File: src/rtl/fml_pkg.sv
// Shared FML constants and the arbiter state encoding, reused by the FML-side blocks.
package fml_pkg;

  localparam int unsigned FML_DW        = 64;
  localparam int unsigned FML_SEL_W     = FML_DW / 8;
  localparam int unsigned FML_BURST_LEN = 4;

  typedef enum logic [1:0] {
    StIdle,
    StReq,
    StBurst
  } fml_state_e;

  // Index width that stays at least 1 bit for degenerate counts.
  function automatic int unsigned idx_width(input int unsigned n);
    return (n > 1) ? $clog2(n) : 1;
  endfunction

endpackage

File: src/rtl/fml_arb_rr.sv
// Rotating priority encoder: first set request bit at or above rr_ptr, wrapping modulo n_masters.
module fml_arb_rr
  import fml_pkg::*;
#(
  parameter int unsigned n_masters = 4,
  parameter int unsigned gw        = idx_width(n_masters)
) (
  input  logic [n_masters-1:0] req,
  input  logic [gw-1:0]        rr_ptr,
  output logic [gw-1:0]        winner,
  output logic                 any_req
);

  localparam logic [gw-1:0] LastIdx = gw'(n_masters - 1);

  always_comb begin
    logic [gw-1:0] idx;
    logic          found;
    winner = '0;
    found  = 1'b0;
    idx    = rr_ptr;
    for (int unsigned i = 0; i < n_masters; i++) begin
      if (!found && req[idx]) begin
        winner = idx;
        found  = 1'b1;
      end
      // Explicit wrap: n_masters need not be a power of two.
      idx = (idx == LastIdx) ? '0 : idx + 1'b1;
    end
    any_req = |req;
  end

endmodule

File: src/rtl/fml_arb.sv
// Round-robin arbiter sharing one FML slave port between n_masters masters; the grant is held
// through the fixed-length data burst so the data-path muxes stay stable.
module fml_arb
  import fml_pkg::*;
#(
  parameter int unsigned adr_width = 30,
  parameter int unsigned n_masters = 4,
  parameter int unsigned dw        = FML_DW,
  parameter int unsigned burst_len = FML_BURST_LEN
) (
  input  logic                          sys_clk,
  input  logic                          sys_rst,
  input  logic [n_masters*adr_width-1:0] m_adr,
  input  logic [n_masters-1:0]          m_stb,
  input  logic [n_masters-1:0]          m_we,
  input  logic [n_masters*dw/8-1:0]     m_sel,
  input  logic [n_masters*dw-1:0]       m_di,
  output logic [n_masters-1:0]          m_ack,
  output logic [dw-1:0]                 m_do,
  output logic [adr_width-1:0]          s_adr,
  output logic                          s_stb,
  output logic                          s_we,
  output logic [dw/8-1:0]               s_sel,
  output logic [dw-1:0]                 s_di,
  input  logic                          s_ack,
  input  logic [dw-1:0]                 s_do
);

  localparam int unsigned sel_w = dw / 8;
  localparam int unsigned gw    = idx_width(n_masters);
  localparam int unsigned bw    = idx_width(burst_len);

  localparam logic [gw-1:0] LastGrant = gw'(n_masters - 1);
  localparam logic [bw-1:0] LastBeat  = bw'(burst_len - 1);

  logic [adr_width-1:0] adr_arr [n_masters];
  logic [sel_w-1:0]     sel_arr [n_masters];
  logic [dw-1:0]        di_arr  [n_masters];

  for (genvar i = 0; i < n_masters; i++) begin : g_unpack
    assign adr_arr[i] = m_adr[i*adr_width +: adr_width];
    assign sel_arr[i] = m_sel[i*sel_w +: sel_w];
    assign di_arr[i]  = m_di[i*dw +: dw];
  end

  fml_state_e           state_q;
  logic [gw-1:0]        grant_q;
  logic [gw-1:0]        rr_ptr_q;
  logic [bw-1:0]        beat_cnt_q;
  logic [adr_width-1:0] adr_q;
  logic                 we_q;
  logic [sel_w-1:0]     sel_q;

  logic [gw-1:0] winner;
  logic          any_req;

  fml_arb_rr #(
    .n_masters(n_masters),
    .gw       (gw)
  ) u_rr (
    .req    (m_stb),
    .rr_ptr (rr_ptr_q),
    .winner (winner),
    .any_req(any_req)
  );

  always_ff @(posedge sys_clk) begin
    if (sys_rst) begin
      state_q    <= StIdle;
      grant_q    <= '0;
      rr_ptr_q   <= '0;
      beat_cnt_q <= '0;
      adr_q      <= '0;
      we_q       <= 1'b0;
      sel_q      <= '0;
    end else begin
      case (state_q)
        StIdle: begin
          if (any_req) begin
            grant_q <= winner;
            adr_q   <= adr_arr[winner];
            we_q    <= m_we[winner];
            sel_q   <= sel_arr[winner];
            state_q <= StReq;
          end
        end
        StReq: begin
          if (s_ack) begin
            beat_cnt_q <= '0;
            state_q    <= StBurst;
          end
        end
        StBurst: begin
          beat_cnt_q <= beat_cnt_q + 1'b1;
          if (beat_cnt_q == LastBeat) begin
            state_q  <= StIdle;
            rr_ptr_q <= (grant_q == LastGrant) ? '0 : grant_q + 1'b1;
          end
        end
        default: state_q <= StIdle;
      endcase
    end
  end

  assign s_stb = (state_q == StReq);
  assign s_adr = adr_q;
  assign s_we  = we_q;
  assign s_sel = sel_q;
  assign s_di  = di_arr[grant_q];
  assign m_do  = s_do;

  // Ack is a same-cycle pass-through, only while the granted request is outstanding.
  always_comb begin
    m_ack = '0;
    if (state_q == StReq) m_ack[grant_q] = s_ack;
  end

endmodule

File: config.mk
export PLATFORM = sky130hd
export DESIGN_NAME = fml_arb
export DESIGN_NICKNAME = d
export VERILOG_FILES = /design/src/rtl/fml_pkg.sv /design/src/rtl/fml_arb_rr.sv /design/src/rtl/fml_arb.sv
export SDC_FILE = /design/constraint.sdc
export NUM_CORES = 1
export LEC_CHECK = 0
export ABC_CLOCK_PERIOD_IN_PS = 3100
export BUFFER_PORTS_ARGS = -buffer_cell sky130_fd_sc_hd__buf_2
export CELL_PAD_IN_SITES_DETAIL_PLACEMENT = 1
export CELL_PAD_IN_SITES_GLOBAL_PLACEMENT = 1
export CORE_AREA = 3 3 255 257
export DETAILED_ROUTE_END_ITERATION = 12
export DIE_AREA = 0 0 258 260
export PLACE_DENSITY = 0.37
export REMOVE_ABC_BUFFERS = 1
export SYNTH_ARGS = -nofsm -noshare
export SYNTH_HDL_FRONTEND = slang
export SYNTH_SLANG_ARGS = --single-unit
File: constraint.sdc
create_clock -name sys_clk -period 3.1 [get_ports sys_clk]
set_input_delay 0.155 -clock sys_clk [delete_from_list [all_inputs] [get_ports sys_clk]]
set_output_delay 0.155 -clock sys_clk [all_outputs]
set_load 0.01 [all_outputs]
Word level (Yosys, flattened, before mapping)

Cells that the tools add are included.

Register bits after elaboration: 47
ROM bits: 0
Output and inout port bits: 172
Word-level logic and storage cells: 87
Bits in writable memories: 0
Memories kept: 0
Latch bits: 0
Bits of input ports: 483

Add/sub/neg operators: 5
Shift-type cells: 0
Multiply operators: 0
Reduce and logical (&&, ||, !) cells: 14
Muxes and demuxes: 39
Div/mod/pow operators: 0
Equality and inequality tests: 10
$lt $le $gt $ge: 9
Bitwise gates (word level): 3

Operators with widths:

| cell                                                                         | count |
|---|---|
| 64-bit binary-select mux with 2-bit select                                   | 1 |
| 64-bit 2-to-1 mux                                                            | 2 |
| 30-bit binary-select mux with 2-bit select                                   | 1 |
| 30-bit 2-to-1 mux                                                            | 2 |
| 2-bit 2-to-1 mux                                                             | 12 |
| 2-bit by 3-bit less-than comparator with 1-bit output, second input constant | 6 |
| 8-bit binary-select mux with 2-bit select                                    | 1 |
| 8-bit 2-to-1 mux                                                             | 2 |
| 2-bit == test, second input constant                                         | 6 |
| 2-bit by 1-bit adder with 2-bit output, second input constant                | 5 |
| 1-bit binary-select mux with 2-bit select                                    | 5 |
| 1-bit 2-to-1 mux                                                             | 9 |
| 3-bit >= comparator, second input constant                                   | 2 |
| 2-bit NOT with 3-bit output                                                  | 2 |
| 2-bit one-hot mux with 3 select lines                                        | 1 |
| 2-bit AND reduction                                                          | 3 |
| 4-bit bitwise AND                                                            | 1 |
| 1-bit logical AND                                                            | 4 |
| 4-bit 2-to-1 mux                                                             | 1 |
| 2-bit != test, second input constant                                         | 2 |
| 2-bit one-hot mux with 2 select lines                                        | 1 |
| 4-bit OR reduction                                                           | 1 |
| 1-bit zero test                                                              | 3 |
| 3-bit AND reduction                                                          | 1 |
| 6 further kinds                                                              | 6 |

Depth between registers and ports, before layout

Depth in word-level cells: 16
Depth in mapped cells: 11
Mapped depth without buffers: 7

Hierarchy

Synthesis repeated with hierarchy kept, for this count alone.

Cells, all modules: 361
Area, all modules: 4,894.7 um^2

Modules (own cells, without submodules):

| module     | area an instance (um^2) | sequential area each (um^2) | cells an instance | instances |
|---|---|---|---|---|
| fml_arb    | 4,645.7                 | 940.9                       | 328               | 1 |
| fml_arb_rr | 249.0                   | 0.0                         | 33                | 1 |

Least setup slack after synthesis

No wires, ideal clock.

Kind: flip-flop to flip-flop
Start point: register rr_ptr_q[1]
End point: register adr_q[10] (netlist: s_adr[10])
Buffers on the path: 4
Stages on the path, launching flop included: 11
Required time: 3.021 ns
Library setup time: 0.079 ns
Clock period less this slack: 2.528 ns
Data arrival time: 2.449 ns
Slack: 0.572 ns
Path through: dfxtp_1 ha_1 buf_4 buf_4 a21o_1 a31o_2 a2111oi_4 buf_4 clkbuf_1 nand3_1 o211ai_1

Longest elaborated chain between the ends: 16
Elaborated cells on any way between the ends: 34
Classes of those cells: 3 x add/sub; 3 x eq/ne; 21 x mux; 1 x bitwise; 6 x reduce/logical

RTL lines:

| what                                                                                            | line             | RTL |
|---|---|---|
| from (decl)                                                                                     | fml_arb.sv:48    | `logic [gw-1:0] rr_ptr_q;` |
| from (signal assigned)                                                                          | fml_arb.sv:97    | `rr_ptr_q <= (grant_q == LastGrant) ? '0 : grant_q + 1'b1;` |
| parallel branches: the longest is 11 deep, another holds 2-bit by 1-bit adder with 2-bit output | -                |  |
| 2-bit 2-to-1 mux *                                                                              | fml_arb_rr.sv:23 | `if (!found && req[idx]) begin` |
| 2-bit NOT with 3-bit output (not written as such) *                                             | fml_arb.sv:81    | `adr_q <= adr_arr[winner];` |
| 30-bit binary-select mux with 2-bit select *                                                    | fml_arb.sv:81    |  |
| 30-bit 2-to-1 mux (not written as such) * (2 in a row)                                          | fml_arb.sv:81    |  |
| to (signal assigned)                                                                            | fml_arb.sv:81    |  |
| to (decl)                                                                                       | fml_arb.sv:50    | `logic [adr_width-1:0] adr_q;` |

Every way passes the cells marked *. The select of a mux whose other input is x is not followed.
A chain may end at the register's enable or synchronous reset.

Final worst setup path

Start point: register rr_ptr_q[0]
End point: register adr_q[13] (netlist: s_adr[13])

Same word-level chain as after synthesis.

==> qor.tcl <==
set qor(finalHoldViolCount) 0
set qor(final_min_period_over_clock_period_pct) 91.5
set qor(timing.final.max_slew_violations) 0
set qor(layout-drive-gt1-share_pct) 68.9
set qor(vias_per_cell) 3.64
set qor(route.vias.total) 6427
set qor(ctsHtreeMaxLevel) 2
set qor(cp_max_fanout) 68
set qor(core_um2) 63000
set qor(slew_headroom_pct) 53.9
set qor(cts.clk_slew.worst_paths_ps) 80
set qor(timing.critical_path.cells) {ha_1 -> buf_4 -> nor4b_1 -> o41a_1 -> a211oi_2 -> o311ai_4 -> buf_12 -> a32oi_1 -> o211ai_1}
set qor(critPathMaxStageDelay_ps) 430
set qor(drt_wl_total_um) 40100
set qor(vias_in_the_first_global_route) 6918
set qor(synthesis.yosys.warnings) 0
set qor(drtIter0Drc) 222
set qor(grt_use_total_pct) 11.1
set qor(most-common-layout-cells) {sky130_fd_sc_hd__buf_2, sky130_fd_sc_hd__mux4_2, sky130_fd_sc_hd__dfxtp_1}
set qor(cp_class) {reg -> reg}
set qor(clock-skew-final_ps) 11.0
set qor(postLayoutCoreUtil_pct) 13.4
set qor(start_util_pct) 8.16
set qor(post_cts_hold_buffer_count) 0
set qor(timing.critical_path.to_type) {flip-flop}
set qor(rsz_0062_raised_after_global_routing) {no}
set qor(area_delta_synth_final_pct) 64.5
set qor(drt_first_pass_iters) 4
set qor(die_width_um) 258
set qor(dp_hpwl_um) 33400
set qor(mostFrequentLayoutCell) {sky130_fd_sc_hd__buf_2}
set qor(cts.path.max_buffers) 2
set qor(buffer_ports.inserted) 526
set qor(tritoncts.num_buffers) 5
set qor(timing.critical_path.arrival_ps) 3040
set qor(die_area_um2) 67100
set qor(worst_setup_path_start_kind) {flip-flop}
set qor(yosys_register_bits) 47
set qor(fill_cells) 7540
set qor(buffers_inserted_by_post_cts_timing_repair) 0
set qor(chipHeight_um) 260
set qor(clock-root-buffer) {sky130_fd_sc_hd__clkbuf_16}
set qor(detailedPlace.worstSlack_ps) 314
set qor(drt.antenna.violating_nets) 0
set qor(synth_sequential_area_ratio_pct) 18.3
set qor(routabilityCongestion) 0.894
set qor(postLayoutSetupSlackWorst_ps) 262
set qor(top_level_ports) 655
set qor(num-nets-final) 1407
set qor(largest_net_degree_at_the_start_of_global_routing) 75
set qor(outcome) {completed}
set qor(timing.reg2reg.setup_slack_ps) 260
set qor(cts.sink_count) 47
set qor(grt_first_pass_wirelength_um) 53900
set qor(cts_tree) {built}
set qor(syn_inst) 485
set qor(worst_skew_pair.late_latency_ps) 320
set qor(post_drt_wl_per_cell_um) 22.7
set qor(worst_path_max_delay_cell) {sky130_fd_sc_hd__o41a_1}
set qor(mappedNetlistArea_um2) 5140
set qor(drc) 0
set qor(setup-tns-final_ps) 0
set qor(postSynthAreaPerCell_um2) 10.6
set qor(synthArstFlopShare_pct) 0
set qor(areal_power_density_over_the_cells_nw_per_um2) 328
set qor(synth-edff-count) 0
set qor(final_critical_path_required_period_ps) 2840
set qor(cts_resized) 0
set qor(total_leakage_power_uw) 0.00356
set qor(dominantRegCellSynth) {sky130_fd_sc_hd__dfxtp_1}
set qor(rows) 92
set qor(cp_data_required_time_ps) 3300
set qor(max_frequency_mhz) 352
set qor(setup-violations-final) 0
set qor(timing.reg2reg.worst_path_depth) 9
set qor(synthDistinctLibCells) 51
set qor(worst_hold_path_type) {in -> reg}
set qor(irDropWorstVdd_mv) 0.175
set qor(antenna_found_initial) 13
set qor(worst_pin_slew_ps) 692
set qor(worstHoldPathCells) 3
set qor(grt_overflow_total) 0
set qor(drv_cap) 0
## metal layers
| layer | part of all wire, % | up-vias | GRT usage [%] |
|---|---|---|---|
| li1 | - | 2772 | - |
| met1 | 39 | 3111 | 12.7 |
| met2 | 47 | 490 | 18.2 |
| met3 | 13 | 38 | 5.92 |
| met4 | 1.3 | 16 | 2.18 |
| met5 | 0.56 | - | 2.27 |
## synthesized netlist by cell type, types with 5 or more instances
cell type                  number  area [um2]
sky130_fd_sc_hd__a21oi_1        6        30.0
sky130_fd_sc_hd__a32oi_1       39         342
sky130_fd_sc_hd__buf_1          6        22.5
sky130_fd_sc_hd__buf_2          9        45.0
sky130_fd_sc_hd__buf_4         69         518
sky130_fd_sc_hd__buf_6          7        78.8
sky130_fd_sc_hd__clkbuf_1      27         101
sky130_fd_sc_hd__dfxtp_1       47         941
sky130_fd_sc_hd__ha_1           6        75.1
sky130_fd_sc_hd__inv_1          7        26.3
sky130_fd_sc_hd__mux2i_1       42         420
sky130_fd_sc_hd__mux4_2        64        1440
sky130_fd_sc_hd__nand2_1        5        18.8
sky130_fd_sc_hd__nand3_1       41         205
sky130_fd_sc_hd__nor2_1        11        41.3
sky130_fd_sc_hd__nor2b_1        6        37.5
sky130_fd_sc_hd__o211ai_1      40         300
## power by group
group | total, uW | switching, uW | internal, uW
clock | 623 | 301 | 323
sequential | 756 | 73.7 | 683
combinational | 1390 | 702 | 687
total | 2770 | 1080 | 1690
## through the flow
stage	hold WS [ps]	power (uW)	instance area (um2)	cells
2_1_floorplan	224	1420	4370	367
3_3_place_gp	310	2200	8300	1757
3_5_place_dp	310	2200	8300	1757
4_1_cts	34.7	2880	8450	1765
5_1_grt	49.2	2970	8450	1766
6_report	73.8	2770	8450	1768
## flip-flops by register name, indices dropped and copies added, names as in the netlist
name and flops:
grant_q 2, state_q 2, rr_ptr_q 2, s_we 1, beat_cnt_q 2, s_adr 30, s_sel 8
## final timing paths
kind | start | end
setup reg to reg | rr_ptr_q[0]$_SDFFE_PP0P_ | s_adr[13]$_SDFFE_PP0P_
hold / removal | m_adr[1] | s_adr[1]$_SDFFE_PP0P_
setup / recovery | rr_ptr_q[0]$_SDFFE_PP0P_ | s_adr[13]$_SDFFE_PP0P_
hold reg to reg | s_adr[6]$_SDFFE_PP0P_ | s_adr[6]$_SDFFE_PP0P_
## cell type report
type,instances,area (um2),area share [%]
multi-input cells,313,3420,40.5
repair buffers,544,2840,33.6
well taps,846,1060,12.5
flip-flops and latches,47,946,11.2
clock buffers,7,143,1.69
inverters,7,26.3,0.311
diodes,3,7.51,0.0888
clock inverters,1,5.00,0.0592
## logic make-up (layout without fill, tap and decap cells)
| family | Yosys count | in the layout | synth area share (%) |
|---|---|---|---|
| AOI/OAI and AO/OA | 109 | 109 | 18.4 |
| xor gates and xnor gates | 1 | 1 | 0.171 |
| adders and majority gates | 6 | 6 | 1.46 |
| buffers and inverters | 125 | 559 | 15.4 |
| DFF | 47 | 47 | 18.3 |
| muxes | 108 | 108 | 36.7 |
| other | 0 | 3 | 0 |
| and+or+nand+nor | 89 | 89 | 9.55 |
## critical path, delay by kind of cell, from the launching register on
kind / cells / cell delay (ps)
AND/OR/NAND/NOR: 1 / 140
AO/OA/AOI/OAI: 5 / 1250
adder cells (fa/ha/maj): 1 / 420
flip-flops: 1 / 320
buffers and inverters: 2 / 480
(Power assumes the default switching activity.)
